<file path="src/rtl/w_prefetch_ctrl.sv">
// Multi-bank weight prefetch controller: fills NBANK weight banks ahead of compute and
// hands full banks to the array. Optional perf counters enabled by WPF_PERF_CNT_EN.
module w_prefetch_ctrl #(
  parameter int ROWS   = 8,
  parameter int NBANK  = 2,
  parameter int TILE_W = 16,
  parameter int RW     = $clog2(ROWS),
  parameter int BW     = $clog2(NBANK)
) (
  input  logic              clk,
  input  logic              rst,
  input  logic              start,
  input  logic [TILE_W-1:0] num_tiles,
  output logic              w_read,
  input  logic              w_gnt,
  output logic [RW-1:0]     w_row,
  output logic [BW-1:0]     w_bank,
  output logic              clr_w,
  input  logic              if_ready,
  input  logic              comp_done,
  output logic              switch,
  output logic [BW-1:0]     act_bank,
  output logic              start_if,
  output logic              ready,
  output logic              done
`ifdef WPF_PERF_CNT_EN
  ,
  output logic [31:0]       stall_cycles,
  output logic [31:0]       fill_cycles
`endif
);

  localparam logic [RW-1:0] LAST_ROW  = RW'(ROWS - 1);
  localparam logic [BW-1:0] LAST_BANK = BW'(NBANK - 1);

  typedef enum logic {S_IDLE, S_RUN} state_t;

  state_t            state;
  logic [TILE_W-1:0] tiles_total;
  logic [TILE_W-1:0] tiles_fetched;
  logic [TILE_W-1:0] tiles_launched;
  logic [TILE_W-1:0] tiles_done;
  logic [BW-1:0]     wr_bank;
  logic [BW-1:0]     rd_bank;
  logic [NBANK-1:0]  full;
  logic              comp_active;

  logic fill_go;
  logic launch_go;
  logic fill_last;

  // A bank owned by an active compute pass must not be overwritten.
  assign fill_go   = (state == S_RUN) && !w_read && (tiles_fetched < tiles_total) &&
                     !full[wr_bank] && !(comp_active && (wr_bank == act_bank));
  assign launch_go = (state == S_RUN) && full[rd_bank] && !comp_active && if_ready;
  assign fill_last = w_read && w_gnt && (w_row == LAST_ROW);

  always_ff @(posedge clk) begin
    if (rst) begin
      state          <= S_IDLE;
      tiles_total    <= '0;
      tiles_fetched  <= '0;
      tiles_launched <= '0;
      tiles_done     <= '0;
      wr_bank        <= '0;
      rd_bank        <= '0;
      full           <= '0;
      comp_active    <= 1'b0;
      w_read         <= 1'b0;
      w_row          <= '0;
      w_bank         <= '0;
      clr_w          <= 1'b0;
      switch         <= 1'b0;
      act_bank       <= '0;
      start_if       <= 1'b0;
      ready          <= 1'b1;
      done           <= 1'b0;
    end else begin
      clr_w    <= 1'b0;
      switch   <= 1'b0;
      done     <= 1'b0;
      start_if <= switch;
      case (state)
        S_IDLE: begin
          if (start) begin
            if (num_tiles != '0) begin
              tiles_total    <= num_tiles;
              tiles_fetched  <= '0;
              tiles_launched <= '0;
              tiles_done     <= '0;
              wr_bank        <= '0;
              rd_bank        <= '0;
              full           <= '0;
              ready          <= 1'b0;
              state          <= S_RUN;
            end else begin
              done <= 1'b1;
            end
          end
        end
        S_RUN: begin
          if (fill_go) begin
            clr_w  <= 1'b1;
            w_read <= 1'b1;
            w_row  <= '0;
            w_bank <= wr_bank;
          end
          // Grant gaps only stall the row index; the request stays up for the whole tile.
          if (w_read && w_gnt) begin
            if (fill_last) begin
              w_read        <= 1'b0;
              w_row         <= '0;
              full[wr_bank] <= 1'b1;
              wr_bank       <= (wr_bank == LAST_BANK) ? '0 : wr_bank + 1'b1;
              tiles_fetched <= tiles_fetched + 1'b1;
            end else begin
              w_row <= w_row + 1'b1;
            end
          end
          if (launch_go) begin
            switch         <= 1'b1;
            act_bank       <= rd_bank;
            full[rd_bank]  <= 1'b0;
            comp_active    <= 1'b1;
            rd_bank        <= (rd_bank == LAST_BANK) ? '0 : rd_bank + 1'b1;
            tiles_launched <= tiles_launched + 1'b1;
          end
          if (comp_done && comp_active) begin
            comp_active <= 1'b0;
            tiles_done  <= tiles_done + 1'b1;
          end
          if (tiles_done == tiles_total) begin
            done  <= 1'b1;
            ready <= 1'b1;
            state <= S_IDLE;
          end
        end
        default: state <= S_IDLE;
      endcase
    end
  end

`ifdef WPF_PERF_CNT_EN
  always_ff @(posedge clk) begin
    if (rst) begin
      stall_cycles <= '0;
      fill_cycles  <= '0;
    end else if ((state == S_IDLE) && start) begin
      stall_cycles <= '0;
      fill_cycles  <= '0;
    end else begin
      if ((state == S_RUN) && if_ready && !comp_active && !full[rd_bank] &&
          (stall_cycles != '1))
        stall_cycles <= stall_cycles + 1'b1;
      if (w_read && (fill_cycles != '1))
        fill_cycles <= fill_cycles + 1'b1;
    end
  end
`endif

endmodule

</file>
<file path="config.mk">
export PLATFORM = sky130hd
export DESIGN_NAME = w_prefetch_ctrl
export DESIGN_NICKNAME = d
export VERILOG_FILES = /design/src/rtl/w_prefetch_ctrl.sv
export SDC_FILE = /design/constraint.sdc
export NUM_CORES = 1
export LEC_CHECK = 0
export ABC_AREA = 1
export CAP_MARGIN = 20
export CORE_ASPECT_RATIO = 1.25
export CORE_UTILIZATION = 45
export CTS_BUF_LIST = sky130_fd_sc_hd__clkbuf_8
export DETAILED_ROUTE_END_ITERATION = 8
export PLACE_DENSITY = 0.75
export SLEW_MARGIN = 20
export SYNTH_ARGS = -nofsm -noshare
export SYNTH_HDL_FRONTEND = slang
export SYNTH_SLANG_ARGS = --single-unit
</file>
<file path="constraint.sdc">
create_clock -name clk -period 2.3 [get_ports clk]
set_input_delay 0.46 -clock clk [delete_from_list [all_inputs] [get_ports clk]]
set_output_delay 0.46 -clock clk [all_outputs]
set_load 0.01 [all_outputs]
</file>
==> results of run 1 <==
-- per-stage QoR --
stage | worst slack [ns] | power (W) | instances
after global routing | 0.0927 | 0.00240 | 627
after detailed placement | -0.0229 | 0.00147 | 611
final | 0.297 | 0.00230 | 627
after CTS | 0.350 | 0.00231 | 627
after floorplan | 0.684 | 0.00136 | 488
after global placement | 0.0486 | 0.00147 | 611
-- area by class of cell --
| cell class | count | area, sq um | share of cell area, % |
|---|---|---|---|
| Clock buffer | 9 | 124 | 2.97 |
| Clock inverter | 7 | 48.8 | 1.17 |
| Sequential cell | 65 | 1300 | 31.3 |
| Tap cell | 92 | 115 | 2.76 |
| Multi-Input combinational cell | 344 | 1920 | 46.0 |
| Timing Repair Buffer | 42 | 395 | 9.50 |
| Inverter | 68 | 264 | 6.34 |
-- routing by layer --
metal | vias up | global-route usage [%] | routed length (um)
met5 | - | 0 | 0
met4 | 0 | 10.4 | 196
met3 | 18 | 4.23 | 448
met2 | 96 | 39.2 | 4250
met1 | 1541 | 29.7 | 3920
li1 | 1707 | - | -
-- cells in the final DEF (no fill, tap or decap), types with 3 or more instances in the layout --
cell and instances:
nand2_1 89, xnor2_1 3, inv_1 65, nand3_1 21, buf_4 10, clkbuf_8 9, inv_4 3, nor3_1 18
nor4_1 4, nor2_1 47, nor2_4 3, clkdlybuf4s50_1 32, a21oi_1 56, o22ai_1 8, o21ai_0 33, clkinvlp_4 3
nand4_1 8, dfxtp_1 65, xor2_1 5, ha_1 19
-- state kept, by name (all words and copies together), names as in the netlist --
| signal | cells |
|---|---|
| comp_active | 1 |
| tiles_done | 16 |
| rd_bank | 1 |
| done | 1 |
| clr_w | 1 |
| switch | 1 |
| tiles_fetched | 16 |
| ready | 1 |
| tiles_total | 16 |
| w_read | 1 |
| w_row | 3 |
| w_bank | 1 |
| start_if | 1 |
| state | 1 |
| full | 2 |
| wr_bank | 1 |
| act_bank | 1 |
-- critical path, delay by kind of cell --
kind	cells	cell delay, ns
AO/OA/AOI/OAI	1	0.16
buffers and inverters	2	0.60
AND/OR/NAND/NOR	9	1.03
-- power groups by stage --
stage	Combinational, W	Sequential (W)	Clock [W]
4_1_cts	0.000271	0.00117	0.000864
6_report	0.000272	0.00117	0.000858
5_1_grt	0.000303	0.00118	0.000918
3_3_place_gp	0.000267	0.00120	0
3_5_place_dp	0.000270	0.00120	0
2_1_floorplan	0.000163	0.00120	0
-- worst paths after layout --
check | from | end | cells after the start
max | num_tiles[5] | tiles_done[14] | 12
min | switch | start_if | 2
max reg2reg | tiles_fetched[3] | tiles_fetched[11] | 5
min reg2reg | switch | start_if | 2
-- cells by family after synthesis --
| kind of cell | after synthesis | synth area share [%] |
|---|---|---|
| and+or+nand+nor | 207 | 28.6 |
| adders and majority gates | 19 | 6.71 |
| DFF | 65 | 36.7 |
| buffers and inverters | 79 | 9.22 |
| AOI/OAI and AO/OA | 110 | 16.8 |
| xor gates and xnor gates | 8 | 1.98 |
==> metrics, run 1 <==
outcome finished, final reports clean; Setup Buffers After CTS 0; total CTS buffers 9; Die Span Y between 100 and 150 um; CP max FO 8; initial antenna violation count 0; Slew HR 62.0%; mapped cell area approximately 0.0035 sq mm; worst-margin pin slew approximately 0.57 ns; Filler cells 726; antenna cells 0; fmax ~500 MHz; htree depth 3; IO buf count 32; top_reg_cell synth dfxtp_1; Post-DP HPWL roughly 6800 um; Mapped Nets 529; setup TNS 0 ns; Max stage delay on crit path approximately 0.48 ns; clk buf depth 2; first-pass GRT wire length 14,900 um; DRC viols 0; CP cell instances clkdlybuf4s50_1 -> nor2_1 -> nand2_1 -> nor2_1 -> nand2_1 -> nand3_4 -> nand2_1 -> nand3_1 -> inv_1 -> nand3_1 -> o21ai_0 -> nor2_1; Die Area just over 0.008 sq mm; synth cell count leaders nand2_1, dfxtp_1, inv_1; Final Instance Area approximately 0.0042 sq mm; synthesized flop and latch total 65; largest net degree at the start of global routing 25; routability cong. approximately 0.93; hold_ws between 0.4 and 0.5 ns; row cnt 35; combinational fraction of design power 11.8%; vias in the first global route about 3,200; Syn-to-layout area delta 17.5%; vias per cell 5.36; layout cells sized above 1 ~8.6%; Post-synth EDFFs 0; per-cell routed wire length approximately 14 um; Final Hold Fails 0; startpoint types primary input; pwr dens between 500 and 600 mW/mm^2; Initial Util 47.3%; clock slew at reported path FFs 0.08 ns; Synth top area share ~37%; Clock Power Share between 30% and 40%; flop2flop setup slack ~0.47 ns; initial DRC count around 210; CP max stage cell clkdlybuf4s50_1; Synth warnings 0; most numerous cell in the Yosys netlist nand2_1; Internal Power ~0.0017 W; post_cts resized 0; hold_buf cts 0; num ports 33; Mean Syn Cell Area ~7.3 sq um; crit share post-route a little under 90%; dominant cells by area after synthesis dfxtp_1, nand2_1, a21oi_1, inv_1, ha_1; clk_lat worst skew ~0.35 ns; critical path endpoint category flip-flop; total track usage 23.7%; Static Leak between 1.5 and 2 nW; CTS tree built; via count 3,362; sw frac between 20% and 30%; worst-case clock skew roughly 0.0083 ns; RSZ-0062 raised after global routing no; Netlist cell types 45; sequential area share after synthesis 36.7%; GR Overflow Total 0; CP Class in -> reg; NumNets Final between 500 and 600; max-slew violation count 0; drt total wl between 8000 and 9000 um; Max-Cap Viols 0; CTS root buf clkbuf_8; dpl cell area around 0.004 sq mm; Final setup viols 0; Worst EP arrival around 2.3 ns; Seq pwr share 51.0%; dominant cell type by area after synthesis dfxtp_1; Die W 81.4 um; min Tclk post-route roughly 2 ns; Mapped Cells about 490; Max IR drop VDD ~380 uV; Core Area 0.00749 sq mm; FFs w/ async S/R, synth 0%; net switching power ~0.00065 W; Final ANT Viol Nets 0; HP Class reg -> reg; Finished Core Util between 50% and 60%; DRT Pass-1 Iters 4; CP required roughly 2.6 ns; Clock Sinks 65
No activity file was read; power rests on OpenSTA's default activity.
==> run 2: changes to the inputs <==
Settings changed: CAP_MARGIN 20 to 15, GPL_TIMING_DRIVEN set to 1.
==> results of run 2 <==
Same layout as run 1: the final DEF is identical, and so are final timing and power.
